File: config.mk
export PLATFORM = sky130hd
export DESIGN_NAME = load_store_unit_flat
export DESIGN_NICKNAME = d
export VERILOG_FILES = /design/src/rtl/load_store_unit_pkg.sv /design/src/rtl/load_store_unit_if.sv /design/src/rtl/load_store_unit_align.sv /design/src/rtl/load_store_unit.sv /design/src/flat_wrapper.sv
export SDC_FILE = /design/constraint.sdc
export NUM_CORES = 1
export LEC_CHECK = 0
export CAP_MARGIN = 20
export CORE_MARGIN = 8
export CORE_UTILIZATION = 45
export CTS_CLUSTER_DIAMETER = 30
export DETAILED_ROUTE_END_ITERATION = 16
export PLACE_DENSITY = 0.8
export SLEW_MARGIN = 10
export SYNTH_ARGS = -nofsm -noshare
export SYNTH_HDL_FRONTEND = slang
export SYNTH_HIERARCHICAL = 1
export SYNTH_SLANG_ARGS = --single-unit
File: constraint.sdc
create_clock -name clk -period 5.39 [get_ports clk]
set_input_delay 1.078 -clock clk [delete_from_list [all_inputs] [get_ports clk]]
set_output_delay 1.078 -clock clk [all_outputs]
set_load 0.01 [all_outputs]
File: src/rtl/load_store_unit_pkg.sv
// Shared types and constants for the load/store unit: FSM states,
// funct3 access codes and the alignment check used at accept time.
package load_store_unit_pkg;

  typedef enum logic [1:0] {
    ST_IDLE = 2'b00,
    ST_REQ  = 2'b01,
    ST_WAIT = 2'b10
  } lsu_state_e;

  localparam logic [2:0] F3_B  = 3'b000;
  localparam logic [2:0] F3_H  = 3'b001;
  localparam logic [2:0] F3_W  = 3'b010;
  localparam logic [2:0] F3_BU = 3'b100;
  localparam logic [2:0] F3_HU = 3'b101;

  // Halfwords need an even address, words a 4-byte aligned one.
  function automatic logic is_misaligned(input logic [2:0] funct3,
                                         input logic [1:0] addr_lo);
    logic mis;
    mis = 1'b0;
    case (funct3)
      F3_H, F3_HU: mis = addr_lo[0];
      F3_W:        mis = (addr_lo != 2'b00);
      default:     mis = 1'b0;
    endcase
    return mis;
  endfunction

endpackage

File: src/rtl/load_store_unit_if.sv
// Data-memory bus: req/gnt request phase, rvalid response phase.
// The LSU is the master; the memory (or bench model) is the slave.
interface load_store_unit_if #(
  parameter int XLEN = 32
) ();
  logic            mem_req;
  logic            mem_we;
  logic [XLEN-1:0] mem_addr;
  logic [3:0]      mem_wstrb;
  logic [XLEN-1:0] mem_wdata;
  logic            mem_gnt;
  logic            mem_rvalid;
  logic [XLEN-1:0] mem_rdata;

  modport master (
    output mem_req, mem_we, mem_addr, mem_wstrb, mem_wdata,
    input  mem_gnt, mem_rvalid, mem_rdata
  );

  modport slave (
    input  mem_req, mem_we, mem_addr, mem_wstrb, mem_wdata,
    output mem_gnt, mem_rvalid, mem_rdata
  );
endinterface

File: src/rtl/load_store_unit_align.sv
// Combinational lane logic for the LSU: store-side byte-enable and data
// replication, load-side byte/half extraction with sign or zero extension.
// Lane selection assumes four byte lanes per bus word.
module load_store_unit_align
  import load_store_unit_pkg::*;
#(
  parameter int XLEN = 32
) (
  input  logic [2:0]      st_funct3,
  input  logic [1:0]      st_addr_lo,
  input  logic [XLEN-1:0] st_data,
  output logic [3:0]      st_wstrb,
  output logic [XLEN-1:0] st_wdata,
  input  logic [2:0]      ld_funct3,
  input  logic [1:0]      ld_addr_lo,
  input  logic [XLEN-1:0] ld_rdata,
  output logic [XLEN-1:0] ld_data
);

  logic [7:0]  ld_byte_s;
  logic [15:0] ld_half_s;

  // Store steering: enable the addressed lanes and replicate data across all of them.
  always_comb begin
    st_wstrb = 4'b0000;
    st_wdata = '0;
    case (st_funct3)
      F3_B: begin
        st_wstrb = 4'b0001 << st_addr_lo;
        st_wdata = {(XLEN/8){st_data[7:0]}};
      end
      F3_H: begin
        st_wstrb = 4'b0011 << {st_addr_lo[1], 1'b0};
        st_wdata = {(XLEN/16){st_data[15:0]}};
      end
      F3_W: begin
        st_wstrb = 4'b1111;
        st_wdata = st_data;
      end
      default: begin
        st_wstrb = 4'b0000;
        st_wdata = '0;
      end
    endcase
  end

  // Load extraction: pick the addressed byte/half, then extend to full width.
  always_comb begin
    case (ld_addr_lo)
      2'b00:   ld_byte_s = ld_rdata[7:0];
      2'b01:   ld_byte_s = ld_rdata[15:8];
      2'b10:   ld_byte_s = ld_rdata[23:16];
      2'b11:   ld_byte_s = ld_rdata[31:24];
      default: ld_byte_s = ld_rdata[7:0];
    endcase
    if (ld_addr_lo[1]) begin
      ld_half_s = ld_rdata[31:16];
    end else begin
      ld_half_s = ld_rdata[15:0];
    end
    case (ld_funct3)
      F3_B:    ld_data = {{(XLEN-8){ld_byte_s[7]}}, ld_byte_s};
      F3_BU:   ld_data = {{(XLEN-8){1'b0}}, ld_byte_s};
      F3_H:    ld_data = {{(XLEN-16){ld_half_s[15]}}, ld_half_s};
      F3_HU:   ld_data = {{(XLEN-16){1'b0}}, ld_half_s};
      F3_W:    ld_data = ld_rdata;
      default: ld_data = ld_rdata;
    endcase
  end

endmodule

File: src/rtl/load_store_unit.sv
// Load/store unit: accepts one access from execute, issues it on the
// req/gnt/rvalid data bus and returns extended load data to writeback.
// Single outstanding access; misaligned H/W accesses are trapped at accept.
module load_store_unit
  import load_store_unit_pkg::*;
#(
  parameter int XLEN        = 32,
  parameter bit CHECK_ALIGN = 1'b1
) (
  input  logic            clk,
  input  logic            rst_n,
  input  logic            req_valid,
  output logic            req_ready,
  input  logic            req_we,
  input  logic [2:0]      req_funct3,
  input  logic [XLEN-1:0] req_addr,
  input  logic [XLEN-1:0] req_wdata,
  input  logic [4:0]      req_rd,
  input  logic            flush,
  load_store_unit_if.master mem,
  output logic            wb_valid,
  output logic [4:0]      wb_rd,
  output logic [XLEN-1:0] wb_data,
  output logic            store_done,
  output logic            err_valid,
  output logic [XLEN-1:0] err_addr
);

  lsu_state_e      state_r, state_next_s;
  logic            flushed_r, flushed_next_s;
  logic            we_r;
  logic [2:0]      funct3_r;
  logic [1:0]      addr_lo_r;
  logic [4:0]      rd_r;
  logic            req_ready_r, mem_req_r, mem_we_r;
  logic [XLEN-1:0] mem_addr_r, mem_wdata_r;
  logic [3:0]      mem_wstrb_r;
  logic            wb_valid_r, store_done_r, err_valid_r;
  logic [4:0]      wb_rd_r;
  logic [XLEN-1:0] wb_data_r, err_addr_r;
  logic            accept_s, misalign_s, launch_s;
  logic            store_done_s, wb_fire_s, err_s;
  logic [3:0]      st_wstrb_s;
  logic [XLEN-1:0] st_wdata_s, ld_data_s;

  assign accept_s   = req_valid && req_ready_r && !flush;
  assign misalign_s = (CHECK_ALIGN == 1'b1) && is_misaligned(req_funct3, req_addr[1:0]);
  assign launch_s   = accept_s && !misalign_s;

  load_store_unit_align #(.XLEN(XLEN)) u_align (
    .st_funct3  (req_funct3),
    .st_addr_lo (req_addr[1:0]),
    .st_data    (req_wdata),
    .st_wstrb   (st_wstrb_s),
    .st_wdata   (st_wdata_s),
    .ld_funct3  (funct3_r),
    .ld_addr_lo (addr_lo_r),
    .ld_rdata   (mem.mem_rdata),
    .ld_data    (ld_data_s)
  );

  // Next-state and completion pulses; a flushed access still finishes its bus
  // handshake but its result pulse is suppressed.
  always_comb begin
    state_next_s   = state_r;
    flushed_next_s = flushed_r;
    store_done_s   = 1'b0;
    wb_fire_s      = 1'b0;
    err_s          = 1'b0;
    case (state_r)
      ST_IDLE: begin
        if (launch_s) begin
          state_next_s   = ST_REQ;
          flushed_next_s = 1'b0;
        end else begin
          err_s = accept_s && misalign_s;
        end
      end
      ST_REQ: begin
        if (mem.mem_gnt) begin
          if (we_r) begin
            state_next_s = ST_IDLE;
            store_done_s = !flush;
          end else begin
            state_next_s   = ST_WAIT;
            flushed_next_s = flush;
          end
        end else if (flush) begin
          state_next_s = ST_IDLE;
        end else begin
          state_next_s = ST_REQ;
        end
      end
      ST_WAIT: begin
        if (mem.mem_rvalid) begin
          state_next_s = ST_IDLE;
          wb_fire_s    = !(flushed_r || flush);
        end else if (flush) begin
          flushed_next_s = 1'b1;
        end else begin
          flushed_next_s = flushed_r;
        end
      end
      default: begin
        state_next_s = ST_IDLE;
      end
    endcase
  end

  // FSM state register.
  always_ff @(posedge clk or negedge rst_n) begin
    if (!rst_n) begin
      state_r   <= ST_IDLE;
      flushed_r <= 1'b0;
    end else begin
      state_r   <= state_next_s;
      flushed_r <= flushed_next_s;
    end
  end

  // Access fields and bus outputs, captured at accept and held through REQ.
  always_ff @(posedge clk or negedge rst_n) begin
    if (!rst_n) begin
      we_r        <= 1'b0;
      funct3_r    <= 3'b000;
      addr_lo_r   <= 2'b00;
      rd_r        <= 5'd0;
      req_ready_r <= 1'b1;
      mem_req_r   <= 1'b0;
      mem_we_r    <= 1'b0;
      mem_addr_r  <= '0;
      mem_wstrb_r <= 4'b0000;
      mem_wdata_r <= '0;
    end else begin
      req_ready_r <= (state_next_s == ST_IDLE);
      mem_req_r   <= (state_next_s == ST_REQ);
      if (launch_s) begin
        we_r        <= req_we;
        funct3_r    <= req_funct3;
        addr_lo_r   <= req_addr[1:0];
        rd_r        <= req_rd;
        mem_we_r    <= req_we;
        mem_addr_r  <= {req_addr[XLEN-1:2], 2'b00};
        mem_wstrb_r <= st_wstrb_s;
        mem_wdata_r <= st_wdata_s;
      end else if (state_next_s != ST_REQ) begin
        mem_we_r <= 1'b0;
      end else begin
        mem_we_r <= mem_we_r;
      end
    end
  end

  // Result pulses toward writeback and the trap logic.
  always_ff @(posedge clk or negedge rst_n) begin
    if (!rst_n) begin
      wb_valid_r   <= 1'b0;
      wb_rd_r      <= 5'd0;
      wb_data_r    <= '0;
      store_done_r <= 1'b0;
      err_valid_r  <= 1'b0;
      err_addr_r   <= '0;
    end else begin
      wb_valid_r   <= wb_fire_s;
      store_done_r <= store_done_s;
      err_valid_r  <= err_s;
      if (wb_fire_s) begin
        wb_rd_r   <= rd_r;
        wb_data_r <= ld_data_s;
      end
      if (err_s) begin
        err_addr_r <= req_addr;
      end
    end
  end

  assign req_ready     = req_ready_r;
  assign mem.mem_req   = mem_req_r;
  assign mem.mem_we    = mem_we_r;
  assign mem.mem_addr  = mem_addr_r;
  assign mem.mem_wstrb = mem_wstrb_r;
  assign mem.mem_wdata = mem_wdata_r;
  assign wb_valid      = wb_valid_r;
  assign wb_rd         = wb_rd_r;
  assign wb_data       = wb_data_r;
  assign store_done    = store_done_r;
  assign err_valid     = err_valid_r;
  assign err_addr      = err_addr_r;

endmodule

File: src/flat_wrapper.sv
// flat-port wrapper written by rule: the top's interface ports become plain ports
module load_store_unit_flat import load_store_unit_pkg::*;
#(
  parameter int XLEN        = 32,
  parameter bit CHECK_ALIGN = 1'b1
)
  (clk, rst_n, req_valid, req_ready, req_we, req_funct3, req_addr, req_wdata, req_rd, flush, wb_valid, wb_rd, wb_data, store_done, err_valid, err_addr, mem_mem_req, mem_mem_we, mem_mem_addr, mem_mem_wstrb, mem_mem_wdata, mem_mem_gnt, mem_mem_rvalid, mem_mem_rdata);
  load_store_unit_if #(.XLEN(XLEN)) mem_i ();
  input  logic clk;
  input  logic rst_n;
  input  logic req_valid;
  output logic req_ready;
  input  logic req_we;
  input  logic [2:0] req_funct3;
  input  logic [XLEN-1:0] req_addr;
  input  logic [XLEN-1:0] req_wdata;
  input  logic [4:0] req_rd;
  input  logic flush;
  output logic wb_valid;
  output logic [4:0] wb_rd;
  output logic [XLEN-1:0] wb_data;
  output logic store_done;
  output logic err_valid;
  output logic [XLEN-1:0] err_addr;
  output wire logic [$bits(mem_i.mem_req)-1:0] mem_mem_req;
  output wire logic [$bits(mem_i.mem_we)-1:0] mem_mem_we;
  output wire logic [$bits(mem_i.mem_addr)-1:0] mem_mem_addr;
  output wire logic [$bits(mem_i.mem_wstrb)-1:0] mem_mem_wstrb;
  output wire logic [$bits(mem_i.mem_wdata)-1:0] mem_mem_wdata;
  input wire logic [$bits(mem_i.mem_gnt)-1:0] mem_mem_gnt;
  input wire logic [$bits(mem_i.mem_rvalid)-1:0] mem_mem_rvalid;
  input wire logic [$bits(mem_i.mem_rdata)-1:0] mem_mem_rdata;
  assign mem_mem_req = mem_i.mem_req;
  assign mem_mem_we = mem_i.mem_we;
  assign mem_mem_addr = mem_i.mem_addr;
  assign mem_mem_wstrb = mem_i.mem_wstrb;
  assign mem_mem_wdata = mem_i.mem_wdata;
  assign mem_i.mem_gnt = mem_mem_gnt;
  assign mem_i.mem_rvalid = mem_mem_rvalid;
  assign mem_i.mem_rdata = mem_mem_rdata;
  load_store_unit #(.XLEN(XLEN), .CHECK_ALIGN(CHECK_ALIGN)) u_core (.clk(clk), .rst_n(rst_n), .req_valid(req_valid), .req_ready(req_ready), .req_we(req_we), .req_funct3(req_funct3), .req_addr(req_addr), .req_wdata(req_wdata), .req_rd(req_rd), .flush(flush), .mem(mem_i), .wb_valid(wb_valid), .wb_rd(wb_rd), .wb_data(wb_data), .store_done(store_done), .err_valid(err_valid), .err_addr(err_addr));
endmodule
==> parameters.txt <==
Parameter                              Value

CTS
  Clock net sink count    155
  TritonCTS clock tree    built
  H-tree Lvls    4
  Root cell of the clock tree    sky130_fd_sc_hd__clkbuf_16
  Worst-Skew Late Latency    420 ps
  Number of buffers on the longest clock path    2
  Quantity of gates resized following cts    0
  Clock slew seen by the registers of the worst setup and hold paths    60 ps
  Setup fix buffers added after clock tree synthesis    0
  Clock buffers created by TritonCTS    17
  CTS hold repair buffers    0

Logic synthesis
  EDFF count, synth    0
  Synthesized instance count    590
  Number of storage elements in the synthesis netlist    155
  Async set-reset flop share out of synthesis    100%
  Post-synthesis sequential area ratio    53.5%
  Synth Cell Area    0.00725 mm^2
  Ys Warns    6
  Most used flip-flop cell after synthesis    sky130_fd_sc_hd__dfrtp_1
  Synthesized area divided by synthesized cell count    12.3 um^2
  Cell variety after synth    48

Run
  Maximum capacitance violations    0

STA
  Final hold violations    0
  Final Slew Violations    0
  Tmin final    3220 ps
  Final sum of negative setup slack    0 ps
  Setup violations, final    0
  Slew @ Worst Pin    1010 ps
  Post-layout worst setup margin    2170 ps
  Peak clock frequency supported by timing    311 MHz
  Worst setup skew after layout    8.58 ps
  Max-slew headroom at the worst pin    32.5%
  Setup repair after global routing missed its margin    false
  Fin crit share    59.7%

Worst setup path
  Highest-delay cell along the critical path    sky130_fd_sc_hd__nor2_4
  Slowest cell delay on critical path    760 ps
  Slack of the worst reg-to-reg path    3010 ps
  Top fanout value on the critical path    35
  Cell Chain, Critical Path    clkdlybuf4s50_1, buf_4, and4bb_1, nor3_1, nor2_4, mux2_2
  CP startpoint kind    primary input
  Critical register-to-register path startpoint    u_core/state_r[1]
  WP data required    5690 ps
  Number of cells traversed by the worst register-to-register path    5
  Type of the worst setup path    in -> reg
  R2R Path End    u_core/err_addr[24]
  Data arrival, critical path    3520 ps
  Capturing element type of the critical path    flop

Place
  Post-DP HPWL    15,600 um
  Global placer's final weighted congestion    0.847
  IO buf count    251
  Post-placement setup slack    1690 ps

Detailed routing
  Routed wire length    21,000 um
  Via density per instance    5.29
  Remaining number of nets flagged by the antenna check after routing    0
  WL/cell    19.9 um
  Total via count in the routed design    5,596
  Total iterations of the first detailed-routing run    4
  Drt first-iter violations    329
  DR DRC count    0

Pwr
  Leakage power    0.00455 uW
  Design Power    5710 uW
  Power per cell area    544 mW/mm^2
  Worst IR Drop VDD    0.298 mV

Worst hold path
  Hold_sp    u_core/mem.mem_addr[24]
  Worst Hold Path Cells    1
  Worst min-delay path category    reg -> reg
  Hold worst-path end    u_core/mem.mem_addr[24]

Floorplan
  Die height    143 um
  Number of placed I/O pins    254
  Die Width    143 um
  Area of the core    0.0158 mm^2
  Die area    0.0204 mm^2
  Placement Rows    46
  Starting utilization of the core area    45.8%

Layout
  Synthesis-to-layout area growth    44.7%
  Final net count    946
  Share of post-route cells with drive strength above 1    22.9%
  Total area of multi-input combinational cells    0.00315 mm^2
  Count of inserted antenna diode cells    0
  Sequential cell area in the final layout    0.00388 mm^2
  Final-layout fill cell count    1,152

GRT
  Grt ovf    0
  Overall routing resource usage    20.7%
  Number of antenna violations at the first check in global routing    0
  Maximum number of pins on one net before global-route repair    77
  Via count of the first global-routing pass    6,186
  Global-route wire length before repair    33,000 um

Status
  Result of the run    finished, final reports clean
[area by class of cell]
class	instances	share of cell area (%)
tap	216	2.58
inverter	7	0.250
sequential	155	37.0
timing repair buffer	259	24.6
clock buffer	23	4.65
clock inverter	7	0.858
multi-input combinational	390	30.0
[state kept, by name (all words and copies together) (netlist names), 2 cells and up]
name	flops
u_core/mem.mem_addr	30
u_core/rd_r	5
u_core/mem.mem_wstrb	4
u_core/addr_lo_r	2
u_core/funct3_r	3
u_core/mem.mem_wdata	32
u_core/wb_rd	5
u_core/err_addr	32
u_core/wb_data	32
u_core/state_r	2
[stage by stage]
step	instance area, um^2	hold slack, ps	utilization, %	std cells
finish	10500	489	66.3	1057
floorplan	7250	466	-	591
global route	10500	501	66.3	1057
detailed placement	9910	474	62.6	1026
CTS	10500	487	66.3	1056
global placement	9910	468	62.6	1026
[worst max-delay path: cells and delay by family]
family,cells,cell delay (ps)
AND/OR/NAND/NOR,3,1200
multiplexers,1,430
buffers and inverters,2,770
[Yosys cell counts (6+ instances only)]
master | count | share of area, %
sky130_fd_sc_hd__a21oi_1 | 41 | 2.8
sky130_fd_sc_hd__a22oi_1 | 9 | 0.93
sky130_fd_sc_hd__a2bb2oi_1 | 16 | 1.9
sky130_fd_sc_hd__and2_1 | 9 | 0.78
sky130_fd_sc_hd__buf_2 | 20 | 1.4
sky130_fd_sc_hd__clkbuf_1 | 12 | 0.62
sky130_fd_sc_hd__dfrtp_1 | 154 | 53
sky130_fd_sc_hd__inv_1 | 6 | 0.31
sky130_fd_sc_hd__mux2_1 | 12 | 1.9
sky130_fd_sc_hd__mux2_2 | 140 | 22
sky130_fd_sc_hd__nand2_1 | 46 | 2.4
sky130_fd_sc_hd__nor2_1 | 35 | 1.8
sky130_fd_sc_hd__nor2b_1 | 21 | 1.8
sky130_fd_sc_hd__o21ai_0 | 11 | 0.76
[power breakdown]
part,leakage (uW),switching [uW],internal (uW)
clock network,0.000281,443,723
logic,0.00231,1010,1460
registers,0.00196,392,1690
[logic make-up after synthesis]
kind of cell / share of synthesized area [%]
adder cells (fa/ha/maj): 0.863
AO/OA/AOI/OAI: 8.33
other: 0.0517
multiplexers: 24.3
AND/OR/NAND/NOR: 9.75
buffers and inverters: 3.19
flip-flops: 53.5
[worst max path at each step]
stage               slack, ps                       to           from
CTS                      2130      u_core/err_addr[11]  req_funct3[1]
global placement         1740      u_core/err_addr[12]  req_funct3[1]
detailed placement       1690      u_core/err_addr[11]  req_funct3[1]
finish                   2170      u_core/err_addr[24]  req_funct3[1]
global route             2000       u_core/err_addr[4]  req_funct3[1]
floorplan                2920  u_core/mem.mem_addr[11]    req_addr[0]
[metal layers]
metal / GRT usage (%) / vias to the layer above / part of all wire, % / wire (um)
met5: 0 / - / 0 / 0
met4: 7.10 / 0 / 2.3 / 473
met3: 8.11 / 38 / 9.3 / 1950
met2: 36.2 / 220 / 51 / 10700
met1: 22.4 / 2791 / 38 / 7890
li1: - / 2547 / - / -
[cell usage in the layout, fill, tap and decap left out, drive strengths merged, types with 3 or more instances in the layout]
| cell | synthesis | layout |
|---|---|---|
| buf | 27 | 9 |
| ha | 5 | 5 |
| clkbuf | 12 | 23 |
| nand2b | 4 | 4 |
| a21oi | 41 | 41 |
| inv | 7 | 7 |
| mux2 | 154 | 154 |
| o21ai | 13 | 13 |
| nor3 | 3 | 3 |
| clkinv | 0 | 3 |
| a2bb2oi | 16 | 16 |
| a22oi | 9 | 9 |
| nor2b | 22 | 22 |
| dfrtp | 154 | 154 |
| nand2 | 46 | 46 |
| nor2 | 37 | 37 |
| nand3b | 3 | 3 |
| and2 | 9 | 9 |
| clkdlybuf4s50 | 0 | 250 |
(Power assumes the default switching activity.)
